<file path="src/rtl/repetition_detector_block.sv">
// repetition_detector_block: a registered stream filter with a one-cycle latency.
// Each accepted group of GROUP_SIZE values is forwarded unchanged. Two masks go with it:
//   a pairwise repetition matrix and a per-value zero mask.
// A configure pulse arms the block for num_iters * num_reads_per_iter groups.
//
// Ports:
//   clk, rst            clock; asynchronous active-high reset
//   configure           latch the loop bounds, clear the counters, enter RUN or DONE
//   num_iters           iteration count, sampled on configure
//   num_reads_per_iter  groups per iteration, sampled on configure
//   data_in / valid_in  input group (value k at [k*DATA_WIDTH +: DATA_WIDTH]) and its valid
//   avail_out           block can accept a group this cycle (combinational)
//   data_out            {zero_info, rep_info, values}, registered
//   valid_out           data_out is valid
//   avail_in            downstream accepts data_out this cycle
module repetition_detector_block #(
    parameter int unsigned DATA_WIDTH             = 8,
    parameter int unsigned GROUP_SIZE             = 4,
    parameter int unsigned LOG_MAX_ITERS          = 16,
    parameter int unsigned LOG_MAX_READS_PER_ITER = 16
) (
    input  logic                                  clk,
    input  logic                                  rst,
    input  logic                                  configure,
    input  logic [LOG_MAX_ITERS-1:0]              num_iters,
    input  logic [LOG_MAX_READS_PER_ITER-1:0]     num_reads_per_iter,
    input  logic [GROUP_SIZE*DATA_WIDTH-1:0]      data_in,
    input  logic                                  valid_in,
    output logic                                  avail_out,
    output logic [GROUP_SIZE*DATA_WIDTH+GROUP_SIZE*GROUP_SIZE+GROUP_SIZE-1:0] data_out,
    output logic                                  valid_out,
    input  logic                                  avail_in
);

    localparam int unsigned GS            = GROUP_SIZE;
    localparam int unsigned VAL_W         = GS * DATA_WIDTH;
    localparam int unsigned REP_INFO_BITS = GS * GS;
    localparam int unsigned ZERO_INFO     = GS;
    localparam int unsigned OUT_W         = VAL_W + REP_INFO_BITS + ZERO_INFO;
    localparam int unsigned IW            = LOG_MAX_ITERS;
    localparam int unsigned RW            = LOG_MAX_READS_PER_ITER;

    localparam logic [1:0] S_IDLE = 2'd0;
    localparam logic [1:0] S_RUN  = 2'd1;
    localparam logic [1:0] S_DONE = 2'd2;

    logic [1:0]       state_q, state_d;
    logic [IW-1:0]    iters_q, iters_d;
    logic [RW-1:0]    reads_q, reads_d;
    logic [IW-1:0]    iter_cnt_q, iter_cnt_d;
    logic [RW-1:0]    read_cnt_q, read_cnt_d;
    logic [OUT_W-1:0] data_q, data_d;
    logic             valid_q, valid_d;

    logic [REP_INFO_BITS-1:0] rep_c;
    logic [ZERO_INFO-1:0]     zero_c;
    logic                     accept_c;

    // Ready whenever running and the output register is empty or draining this cycle.
    assign avail_out = (state_q == S_RUN) & (~valid_q | avail_in);
    assign accept_c  = valid_in & avail_out & ~configure;
    assign data_out  = data_q;
    assign valid_out = valid_q;

    // rep_info[k*GS+l] marks value k repeating an earlier value l (strict lower triangle only).
    always_comb begin
        rep_c  = '0;
        zero_c = '0;
        for (int k = 0; k < int'(GS); k++) begin
            zero_c[k] = (data_in[k*DATA_WIDTH +: DATA_WIDTH] == '0);
            for (int l = 0; l < k; l++) begin
                rep_c[k*GS + l] = (data_in[k*DATA_WIDTH +: DATA_WIDTH] ==
                                   data_in[l*DATA_WIDTH +: DATA_WIDTH]);
            end
        end
    end

    // Next-state: configure wins over a same-cycle handshake.
    always_comb begin
        state_d    = state_q;
        iters_d    = iters_q;
        reads_d    = reads_q;
        iter_cnt_d = iter_cnt_q;
        read_cnt_d = read_cnt_q;
        data_d     = data_q;
        valid_d    = valid_q;

        if (configure) begin
            iters_d    = num_iters;
            reads_d    = num_reads_per_iter;
            iter_cnt_d = '0;
            read_cnt_d = '0;
            state_d    = ((num_iters == '0) || (num_reads_per_iter == '0)) ? S_DONE : S_RUN;
        end else if (accept_c) begin
            // Bounds are non-zero in RUN, so the minus-one compares cannot underflow.
            if (read_cnt_q == reads_q - RW'(1)) begin
                read_cnt_d = '0;
                iter_cnt_d = iter_cnt_q + IW'(1);
                if (iter_cnt_q == iters_q - IW'(1)) begin
                    state_d = S_DONE;
                end
            end else begin
                read_cnt_d = read_cnt_q + RW'(1);
            end
        end

        if (accept_c) begin
            data_d  = {zero_c, rep_c, data_in};
            valid_d = 1'b1;
        end else if (valid_q && avail_in) begin
            valid_d = 1'b0;
        end
    end

    // State and output registers.
    always_ff @(posedge clk or posedge rst) begin
        if (rst) begin
            state_q    <= S_IDLE;
            iters_q    <= '0;
            reads_q    <= '0;
            iter_cnt_q <= '0;
            read_cnt_q <= '0;
            data_q     <= '0;
            valid_q    <= 1'b0;
        end else begin
            state_q    <= state_d;
            iters_q    <= iters_d;
            reads_q    <= reads_d;
            iter_cnt_q <= iter_cnt_d;
            read_cnt_q <= read_cnt_d;
            data_q     <= data_d;
            valid_q    <= valid_d;
        end
    end

endmodule

</file>
<file path="config.mk">
export PLATFORM = sky130hd
export DESIGN_NAME = repetition_detector_block
export DESIGN_NICKNAME = d
export VERILOG_FILES = /design/src/rtl/repetition_detector_block.sv
export SDC_FILE = /design/constraint.sdc
export NUM_CORES = 1
export LEC_CHECK = 0
export CAP_MARGIN = 20
export CORE_MARGIN = 5
export CORE_UTILIZATION = 40
export DETAILED_ROUTE_END_ITERATION = 12
export GPL_TIMING_DRIVEN = 0
export PLACE_DENSITY = 0.72
export SLEW_MARGIN = 40
export SYNTH_ARGS = -nofsm -noshare
export SYNTH_HDL_FRONTEND = slang
export SYNTH_SLANG_ARGS = --single-unit
</file>
<file path="constraint.sdc">
create_clock -name clk -period 3.4 [get_ports clk]
set_input_delay 0.68 -clock clk [delete_from_list [all_inputs] [get_ports clk]]
set_output_delay 0.68 -clock clk [all_outputs]
set_load 0.01 [all_outputs]
</file>
# == Yosys cells after proc, flatten, opt, wreduce, memory -nomap -nowiden ==
# Index checks and enable logic that the tools add are counted.
# totals
input_bits,69
out_inout_bits,54
rom_bits,0
n_memories,0
latch_bits,0
ram_bits,0
ff_bits,109
wordCells,53
# op_classes
mux,13
n_reduce_logical,14
add_sub_neg,4
shifts,0
n_div,0
bitwise_logic,6
eq_ne,9
magnitude_cmp,0
n_mul,0
# op_table
op,count
2-to-1 mux 16 bit,6
== test 8 bit,6
adder 16 x 1 -> 16 bit (second input constant),2
== test 16 bit,2
logical NOT 16 bit,2
logical NOT 8 bit,4
subtractor 16 x 1 -> 16 bit (second input constant),2
2-to-1 mux 2 bit,5
nonzero test 2 bit,4
AND 1 bit,3
AND reduction 3 bit,1
== test 2 x 1 -> 1 bit (second input constant),1
2-to-1 mux 1 bit,2
inverter 1 bit,2
AND reduction 2 bit,1
logical AND 1 bit,1
logical OR 1 bit,1
OR 1 bit,1

# == Depth between registers and ports, before layout ==
# Gate-level depths: netlist (run 1).
# depth
ltp_word,7
mapped_depth,10
ltp_nobuf,9

# == Worst setup path before layout (run 1) ==
# Ideal clock, no wire load.
# synth_path
path_type,register to register
start,register reads_q[0]
end,register iter_cnt_q[5]
period_less_slack_ps,3263
setup_ps,125
path_buffers,1
arrival_time_ps,3139
path_stages_with_launch,11
required_ps,3275
slack_ps,137
path_cell_list,dfrtp_1 -> inv_1 -> ha_1 -> or3b_2 -> nor4b_1 -> mux2_2 -> nor4_1 -> nand4_4 -> buf_6 -> nor3_1 -> mux2_2
# synth_between
elab_chain_cells,4
# synth_lines
item,line_no,text
from (decl),49,"logic [RW-1:0] reads_q, reads_d;"
from (signal assigned),128,reads_q <= reads_d;
subtractor 16 x 1 -> 16 bit,96,if (read_cnt_q == reads_q - RW'(1)) begin
== test 16 bit,96,
nonzero test 2 bit (no source line),-,
AND reduction 2 bit (no source line),-,
to (signal assigned),129,iter_cnt_q <= iter_cnt_d;
to (decl),50,"logic [IW-1:0] iter_cnt_q, iter_cnt_d;"
# No other way between the ends.
# A chain may end at the register's enable or synchronous reset.

# == Worst setup path in the final report (run 1) ==
# layout_path
start,register reads_q[4]
end,register iter_cnt_q[8]
# The elaborated chain is that of the path after synthesis.

==> out/results.env, run 1 <==
MIN-DELAY-PATH-CLASS='flop to flop'
MOSTFREQUENTLAYOUTCELL='sky130_fd_sc_hd__nand2_1'
TOP_LEVEL_PORTS=123
MAX_SLEW.WORST_PIN.SLEW_PS=615
TIMING.CRITICAL_PATH.MODE_CELL='sky130_fd_sc_hd__or4_4'
FIRST_DRT_ITERATION_DRCS=396
SYNTHTOPCELLSBYAREA='sky130_fd_sc_hd__dfrtp_1, sky130_fd_sc_hd__xnor2_1, sky130_fd_sc_hd__nand2_1'
SETUP_VIOL_COUNT_FINAL=0
ROWS=47
LAYOUT.CELLS.NON_FILLER=1081
MAX_SLEW_MARGIN=0.590
DP_CELLS=1061
CRIT_PATH_END_KIND='flop'
SYNTH-ASYNC-RESET-RATIO=1.00
ROUTEDWLPERCELL_UM=16.7
GRT_PASS1_VIAS=5620
PERIOD_SHARE=0.968
ANTENNA_CELLS_INSERTED=0
SYNTH_COMPOUND_AREA_FRAC=0.0730
DETAILEDROUTE.FIRSTPASSITERATIONCOUNT=6
WORSTPATHARRIVAL_PS=3530
SYNTH_SEQ_CELLS=109
SLOWEST_STAGE='sky130_fd_sc_hd__or4_4'
HOLD_VIOL_FINAL=0
POWER_DENSITY_mW_PER_MM2=412
SYNTH_CELL_TYPES=58
SYNTH_AREA_PER_CELL_SQ_UM=8.82
WIRE_LENGTH_OF_THE_FIRST_GLOBAL_ROUTING_PASS_UM=29700
PORT_BUFFERS=79
PLACED_CELL_AREA_SQ_MM=0.00782
MOST-COMMON-LAYOUT-CELLS='sky130_fd_sc_hd__nand2_1, sky130_fd_sc_hd__dfrtp_1, sky130_fd_sc_hd__clkdlybuf4s50_1, sky130_fd_sc_hd__xnor2_1, sky130_fd_sc_hd__clkbuf_1'
GLOBALROUTETOTALUTIL=0.187
CLOCK_SINKS=109
CTS-ROOT-TO-SINK-BUFFERS=2
CTS-BUFFERS-INSERTED=9
SYNTH-SIMPLE-AREA-SHARE=0.258
FMAX_MHz=304
DESIGN.CORE.AREA_SQ_MM=0.0164
N_FILL_CELL=1528
SETUP-TNS-FINAL_PS=0
PLACE.GP.CONGESTION=0.890
XOR_AND_XNOR_AREA_SHARE_AFTER_SYNTHESIS=0.119
REGISTER_AREA_SQ_MM=0.00273
DIE-HEIGHT_UM=138
FIN_NETS=929
SLEW_VIOLATIONS=0
VIASPERCELL=5.33
FIN_WORST_HOLD_SLACK_PS=475
CTSHTREEMAXLEVEL=3
FINALWIRELENGTH_UM=18100
MUX_CELL_AREA_SHARE_AFTER_SYNTHESIS=0.0689
DIE_W_UM=138
CRITICAL_PATH.STARTPOINT_TYPE='flop'
CATEGORY_OF_THE_MOST_CRITICAL_SETUP_PATH='flop to flop'
CLOCK_INSERTION_DELAY_WORST_SKEW_PS=360
HOLDBUFCOUNTCTS=0
WORST_PATH_FANOUT_MAX=8
SYNTHDOMINANTCELLAREASHARE=0.414
IRDROPWORSTVDD_mV=0.257
GRT_REMAINING_OVERFLOW=0
TRITONCTS='yes'
FLOORPLAN.INITIALDENSITY=0.402
SYNTH_TOP_FAMILY_BY_AREA='simple AND/OR/NAND/NOR gates'
RUN_STATUS='finished clean'
POST_SYNTH_EDFFS=0
PATH_CLK_SLEW_PS=70
MAX_CAP_VIOLATION_COUNT=0
YS_SEQ_AREA_FRAC=0.414
MIN_PERIOD_PS=3290
MULTI_INPUT_COMB_AREA_SQ_MM=0.00360
FINAL_ANTENNA_NET_COUNT=0
DPL.HPWL_UM=13700
GRT_MAX_DEGREE=26
SKEW_PS=8.27
REG2REG_SLACK_PS=110
FP.DIEAREA_SQ_MM=0.0192
CTSROOTBUFFERMASTER='sky130_fd_sc_hd__clkbuf_16'
POST_ROUTE_CELLS_DRIVE_ABOVE_1_SHARE=0.113
AREA_GROWTH_PCT=24.8
WORSTPATHREQUIRED_PS=3640
SYNTH-ADDER-AREA-SHARE=0.00759
PATH_CELLS='or4_4, or4b_4, or4_4, o311ai_4, nand4_4, buf_6, nor3_1, mux2_2'
YOSYS_WARNS=0
INITIAL_ANTENNA_VIOLATION_COUNT=1
NETLIST_INSTANCES=748
CELLLEAKAGEPOWER_nW=3.34
DRC_ERRORS=0
ROUTED-VIA-COUNT=5761
NETLIST_AREA_SQ_MM=0.00660
SYNTHFLOPTYPE='sky130_fd_sc_hd__dfrtp_1'
SYNTHDOMINANTAREACELLTYPE='sky130_fd_sc_hd__dfrtp_1'
FINAL_CELL_AREA_SQ_MM=0.00823
MAX_STAGE_DELAY_PS=580
==> critical path: cells and delay by family (launching register included) <==
family | cells | cell delay (ps)
multiplexers | 1 | 360
AND/OR/NAND/NOR | 5 | 2070
AO/OA/AOI/OAI | 1 | 110
flip-flops | 1 | 440
buffers and inverters | 1 | 200
==> flip-flops by register name (all words and copies together), names as in the netlist <==
register and count:
data_out 42, iter_cnt_q 16, iters_q 16, read_cnt_q 16
reads_q 16, state_q 2, valid_out 1
==> synth_stat cells (4+ instances only) <==
library cell / n
sky130_fd_sc_hd__or2_2: 4
sky130_fd_sc_hd__buf_1: 4
sky130_fd_sc_hd__dfrtp_1: 109
sky130_fd_sc_hd__or4_1: 9
sky130_fd_sc_hd__nand3_1: 27
sky130_fd_sc_hd__o31ai_1: 6
sky130_fd_sc_hd__xor2_1: 20
sky130_fd_sc_hd__nand2_1: 154
sky130_fd_sc_hd__mux2i_1: 6
sky130_fd_sc_hd__nand4_1: 27
sky130_fd_sc_hd__buf_4: 10
sky130_fd_sc_hd__nor4_1: 26
sky130_fd_sc_hd__clkbuf_1: 63
sky130_fd_sc_hd__and3_1: 5
sky130_fd_sc_hd__o21ai_0: 22
sky130_fd_sc_hd__nand2b_1: 7
sky130_fd_sc_hd__xnor2_1: 70
sky130_fd_sc_hd__nor2_1: 34
sky130_fd_sc_hd__nor4b_1: 4
sky130_fd_sc_hd__inv_1: 13
sky130_fd_sc_hd__ha_1: 4
sky130_fd_sc_hd__nor2b_1: 10
sky130_fd_sc_hd__a21oi_1: 8
sky130_fd_sc_hd__nor3_1: 15
sky130_fd_sc_hd__o311ai_0: 7
sky130_fd_sc_hd__mux2_2: 35
==> metal layers <==
| layer | GRT usage | part of all wire | vias up |
|---|---|---|---|
| met5 | 0 | 0.00039 | - |
| met4 | 0.0572 | 0.017 | 2 |
| met3 | 0.0352 | 0.047 | 30 |
| met2 | 0.300 | 0.47 | 174 |
| met1 | 0.259 | 0.46 | 2778 |
| li1 | - | - | 2777 |
==> power by group <==
part / internal, mW / switching [mW] / total, mW
clock network: 0.590 / 0.485 / 1.08
logic: 0.395 / 0.382 / 0.777
registers: 1.42 / 0.113 / 1.54
total: 2.41 / 0.979 / 3.39
==> cell families (layout without fill, tap and decap cells) <==
| group | after synthesis | after routing |
|---|---|---|
| other | 1 | 10 |
| AO/OA/AOI/OAI | 69 | 69 |
| XOR/XNOR | 90 | 90 |
| AND/OR/NAND/NOR | 343 | 343 |
| flip-flops | 109 | 109 |
| multiplexers | 41 | 41 |
| adder cells (fa/ha/maj) | 4 | 4 |
| buffers and inverters | 91 | 195 |
==> through the flow <==
stage               utilization  power, mW  worst slack, ps
CTS                       0.497       3.40             11.2
floorplan                     -       1.95              137
detailed placement        0.476       2.31             -428
global route              0.502       3.56            -3.68
finish                    0.502       3.39              108
global placement          0.469       2.28             -375
==> cell type report <==
cell class,instances,share of cell area
clock buffers,12,0.0299
clock inverters,4,0.00578
inverters,13,0.00638
well taps,220,0.0334
flip-flops and latches,109,0.332
multi-input cells,557,0.438
repair buffers,90,0.115
plain buffers,76,0.0404
==> what timing repair did <==
item	4_1_cts	5_1_grt
pin swaps	1	3
gates cloned	0	1
buffers inserted	2	3
gates resized for setup	8	10
endpoints found under the setup margin	33	18
==> path summary, 6_finish.rpt <==
path                                    startpoint                         to  cells after the start
min                        data_out[4]$_DFFE_PP0P_    data_out[4]$_DFFE_PP0P_                      2
max in group asynchronous                      rst     reads_q[6]$_DFFE_PP0P_                      5
min in group asynchronous                      rst    data_out[1]$_DFFE_PP0P_                      2
max                         reads_q[4]$_DFFE_PP0P_  iter_cnt_q[8]$_DFFE_PP0P_                      8
min reg2reg                data_out[4]$_DFFE_PP0P_    data_out[4]$_DFFE_PP0P_                      2
max reg2reg                 reads_q[4]$_DFFE_PP0P_  iter_cnt_q[8]$_DFFE_PP0P_                      8
No activity file was read; power rests on OpenSTA's default activity.
==> run 2, diff against run 1 <==
--- a/constraint.sdc
+++ b/constraint.sdc
@@ -3,2 +3,2 @@
 set_output_delay 0.68 -clock clk [all_outputs]
-set_load 0.01 [all_outputs]
+set_load 0.02 [all_outputs]
==> results of run 2 <==
The final DEF is identical to that of run 1. Status: finished clean.
Main changes from that run: total power 3.39 mW -> 3.46 mW; worst IR drop on VDD 0.257 mV -> 0.262 mV
==> variant 1, RTL diff (config.mk and constraints of run 1) <==
`GROUP_SIZE`: 4 -> 2.
--- a/src/rtl/repetition_detector_block.sv
+++ b/src/rtl/repetition_detector_block.sv
@@ -16,5 +16,5 @@
 module repetition_detector_block #(
     parameter int unsigned DATA_WIDTH             = 8,
-    parameter int unsigned GROUP_SIZE             = 4,
+    parameter int unsigned GROUP_SIZE             = 2,
     parameter int unsigned LOG_MAX_ITERS          = 16,
     parameter int unsigned LOG_MAX_READS_PER_ITER = 16
Interface: changed (resized data_in and data_out); port bits go from 123 to 77. The function was not compared with the original's and may differ.
==> variant 1 against run 1 <==
Area after synthesis is 25% lower; design area shrank 23%; sequential cell count is 23 lower; setup slack improved by 55 ps; sequential power is 22% lower; highest routed layer is now met4; total power fell by 15%; non-clock buffer count down 63; routed wire length shrank 28%.
==> variant 1: results (changes against run 1) <==
Nets 681 (was 929); Area after DPL 5940 sq um (was 7820 sq um); share of cells above drive strength 1 0.108 (was 0.113); vias in the first global route 4,500 (was 5,620); HPWL after DPL 9890 um (was 13,700 um); Commonest cells post-synth dfrtp_1, nand2_1, xnor2_1, nor2_1, mux2_2 (was nand2_1, dfrtp_1, xnor2_1, clkbuf_1, mux2_2); Port Buffers 73 (was 79); max incr delay on CP 600 ps (was 580 ps); run status completed (unchanged); leak pwr 2.53 nW (was 3.34 nW); CTS Root Cell clkbuf_16 (unchanged); switching share of power 0.256 (was 0.289); dominant cell type by area after synthesis dfrtp_1 (unchanged); top post-synthesis cells by area dfrtp_1, mux2_2, xnor2_1 (was dfrtp_1, xnor2_1, nand2_1); largest net degree at the start of global routing 60 (was 26); Slew headroom 0.559 (was 0.590); DR vias 4,342 (was 5,761); gpl congestion 0.888 (was 0.890); gr usage total 0.186 (was 0.187); first-pass GRT wire length 21,900 um (was 29,700 um); DRT iter0 DRCs 336 (was 396); max reg flops 19 (was 42); VDD IR max 0.256 mV (was 0.257 mV); worst-path maximum fanout 10 (was 8); synth unique cells 56 (was 58); WL per Instance 16.4 um (was 16.7 um); Final Skew 9.85 ps (was 8.27 ps); clock-pin slew on the worst setup and hold paths 60 ps; initial antenna violation count 0 (was 1); Arrival @ worst endpoint 3450 ps (was 3530 ps); Seq/Total Area, Yosys 0.434 (was 0.414)
[variant 1: logic make-up (layout without fill, tap and decap cells)]
family          count (synthesis)  count (layout)  synth area share
buf+inv                        35             127            0.0298
simple gates                  244             244             0.256
other cells                     1               3          0.000756
flops                          86              86             0.434
mux                            32              32            0.0719
fa+ha+maj                       4               4            0.0101
xor+xnor                       56              56            0.0988
compound gates                 77              77            0.0991
[variant 1: stage by stage]
step	setup slack (ps)	std cells	total power, W	TNS, ps	hold slack [ps]
floorplan	482	537	0.00146	0	474
global placement	-854	778	0.00169	-74700	464
detailed placement	-299	779	0.00172	-3000	468
CTS	49.2	795	0.00289	0	486
global route	-8.99	797	0.00300	-20.7	504
finish	162	797	0.00287	0	480
[variant 1: worst reg2reg max path, stage by stage (launching register included)]
cell and delay [ps]:
dfrtp_1 460, or4_4 600, or4_1 430, o32ai_1 160, a31oi_1 130, nor4b_2 290, nand3_1 120, buf_2 210
buf_2 210, nor4_4 360, o21ai_0 140
[variant 1: layer usage]
metal	vias up	GRT usage	routed length [um]
met4	0	0.0658	210
met1	2102	0.242	5820
met5	-	0	0
met2	138	0.299	6290
met3	18	0.0490	775
li1	2084	-	-
[variant 1: area by class of cell]
| type | instances | area [sq um] |
|---|---|---|
| inverters | 8 | 35.0 |
| repair buffers | 76 | 773 |
| clock buffers | 13 | 260 |
| flip-flops and latches | 86 | 2150 |
| clock inverters | 3 | 90.1 |
| fillers | 1142 | 5760 |
| multi-input cells | 416 | 2710 |
| plain buffers | 27 | 118 |
| well taps | 168 | 210 |
[variant 1: repair_timing]
item                       4_1_cts  5_1_grt
pin swaps                        0        1
setup buffers                    0        2
setup endpoints to repair       26       20
gates resized for setup          2        3
[variant 1: power groups by stage]
stage                     Combinational, W  Clock, W  Sequential, W
after floorplan                   0.000253         0        0.00121
after global placement            0.000486         0        0.00121
after detailed placement          0.000507         0        0.00121
after CTS                         0.000511   0.00118        0.00120
after global routing              0.000562   0.00123        0.00121
final                             0.000512   0.00116        0.00120
[variant 1: path summary, 6_finish.rpt]
kind / end / slack (ps) / cells after the start / start
max in group asynchronous: reads_q[5] / 2160 / 3 / rst
worst min-delay path: data_out[9] / 480 / 2 / data_out[9]
worst max register to register: state_q[0] / 160 / 10 / reads_q[1]
min in group asynchronous: data_out[10] / 670 / 2 / rst
worst min register to register: data_out[9] / 480 / 2 / data_out[9]
worst max-delay path: state_q[0] / 160 / 10 / reads_q[1]
==> variant 2, RTL diff (flow settings as in run 1) <==
Made on the original files. Add an input register stage for `data_in`, without a reset; this delays it by one clock. The other inputs are not delayed to match.
--- a/src/rtl/repetition_detector_block.sv
+++ b/src/rtl/repetition_detector_block.sv
@@ -45,4 +45,10 @@
     localparam logic [1:0] S_DONE = 2'd2;
 
+    logic [GROUP_SIZE*DATA_WIDTH-1:0] data_r;
+
+    always_ff @(posedge clk) begin
+        data_r <= data_in;
+    end
+
     logic [1:0]       state_q, state_d;
     logic [IW-1:0]    iters_q, iters_d;
@@ -68,8 +74,8 @@
         zero_c = '0;
         for (int k = 0; k < int'(GS); k++) begin
-            zero_c[k] = (data_in[k*DATA_WIDTH +: DATA_WIDTH] == '0);
+            zero_c[k] = (data_r[k*DATA_WIDTH +: DATA_WIDTH] == '0);
             for (int l = 0; l < k; l++) begin
-                rep_c[k*GS + l] = (data_in[k*DATA_WIDTH +: DATA_WIDTH] ==
-                                   data_in[l*DATA_WIDTH +: DATA_WIDTH]);
+                rep_c[k*GS + l] = (data_r[k*DATA_WIDTH +: DATA_WIDTH] ==
+                                   data_r[l*DATA_WIDTH +: DATA_WIDTH]);
             end
         end
@@ -106,5 +112,5 @@
 
         if (accept_c) begin
-            data_d  = {zero_c, rep_c, data_in};
+            data_d  = {zero_c, rep_c, data_r};
             valid_d = 1'b1;
         end else if (valid_q && avail_in) begin
Check against the original RTL: not equivalent (Yosys sat finds a counterexample within 4 cycles, from zero or initial values and one cycle with rst high).
==> variant 2 against run 1 <==
Cell count is 4.5% higher; synthesized cell count is 0.40% lower; total power grew 34%; sequential power rose by 25%; design area increased by 13%; routed wire length up 2.1%; global-route usage shrank 0.32 points; setup slack gained 48 ps; fmax is 1.5% higher; sequential cell count rose by 32; first-iteration DRC count down 1.5%; area after synthesis up 7.2%; non-clock buffer count is 22 higher; critical path depth increased by 2; largest power group unchanged; highest routed layer is now met4.
==> variant 2: results (changes against run 1) <==
run status completed (unchanged); Final Skew 9.21 ps (was 8.27 ps); 1st-pass router iterations 5 (was 6); worst-path maximum fanout 10 (was 8); R2R cell count 10 (was 8); async set-reset flop share out of synthesis 0.773 (was 1.00); share of cells above drive strength 1 0.115 (was 0.113); Arrival @ worst endpoint 3590 ps (was 3530 ps); gr usage total 0.184 (was 0.187); Endpoint, Worst Hold data_out[21] (was data_out[4]); fill count 1,572 (was 1,528); Commonest cells post-synth nand2_1, dfrtp_1, xnor2_1, clkbuf_1, dfxtp_1 (was nand2_1, dfrtp_1, xnor2_1, clkbuf_1, mux2_2); critical path endpoint iter_cnt_q[5] (was iter_cnt_q[8]); WL final 18,400 um (was 18,100 um); DR vias 5,783 (was 5,761); Nets 965 (was 929); Port Buffers 111 (was 79); synth unique cells 61 (was 58); top post-synthesis cells by area dfrtp_1, xnor2_1, dfxtp_1 (was dfrtp_1, xnor2_1, nand2_1); via/cell ratio 5.12 (was 5.33); gpl congestion 0.886 (was 0.890); vias in the first global route 5,746 (was 5,620); Mean Syn Cell Area 9.49 sq um (was 8.82 sq um); DRT iter0 DRCs 390 (was 396); hold path startpoint data_out[21] (was data_out[4]); initial antenna violation count 0 (was 1); Placed Cells 1,095 (was 1,061); Setup WS pre-CTS 3.65 ps (was -428 ps); VDD IR max 0.368 mV (was 0.257 mV); largest net degree at the start of global routing 25 (was 26); # H-tree levels 4 (was 3); Hold WS 475 ps (about the same); R2R setup slack 160 ps (was 110 ps); HPWL after DPL 13,700 um (about the same)
==> variant 2: kinds of logic (layout without fill, tap and decap cells) <==
family,after synthesis,in the layout,synth area share
adder cells (fa/ha/maj),4,4,0.00708
XOR/XNOR,98,98,0.121
AO/OA/AOI/OAI,85,85,0.0808
buffers and inverters,82,233,0.0495
flip-flops,141,141,0.476
other,1,10,0.000530
multiplexers,33,33,0.0518
AND/OR/NAND/NOR,301,301,0.213
==> variant 2: repair_timing <==
item | CTS | global route
setup endpoints to repair | 2 | 18
gates cloned | 0 | 0
hold buffers | 0 | 0
pin swaps | 0 | 2
buffers inserted | 0 | 3
gates resized for setup | 1 | 4
==> variant 2: power breakdown <==
group	leakage [nW]	internal, W	total (W)	switching [W]
logic	1.80	0.000434	0.000813	0.000380
clock network	0.283	0.000977	0.00180	0.000824
registers	1.67	0.00182	0.00193	0.000116
total	3.75	0.00323	0.00455	0.00132
==> variant 2: through the flow <==
step | setup TNS, ps | utilization
floorplan | 0 | -
global placement | 0 | 0.492
detailed placement | 0 | 0.499
CTS | 0 | 0.533
global route | -82.5 | 0.536
finish | 0 | 0.536
==> variant 2: final cells by class <==
type / count / area (sq um) / area share
plain buffers: 69 / 302 / 0.0325
repair buffers: 119 / 1260 / 0.136
multi-input cells: 531 / 3430 / 0.370
clock inverters: 15 / 149 / 0.0161
clock buffers: 17 / 425 / 0.0459
flip-flops and latches: 141 / 3370 / 0.363
well taps: 225 / 282 / 0.0304
inverters: 13 / 52.6 / 0.00567
==> variant 2: routing by layer <==
| metal | global-route usage | routed length, um |
|---|---|---|
| met1 | 0.236 | 7830 |
| met2 | 0.289 | 8820 |
| met4 | 0.0665 | 352 |
| met3 | 0.0650 | 1450 |
| met5 | 0 | 0 |
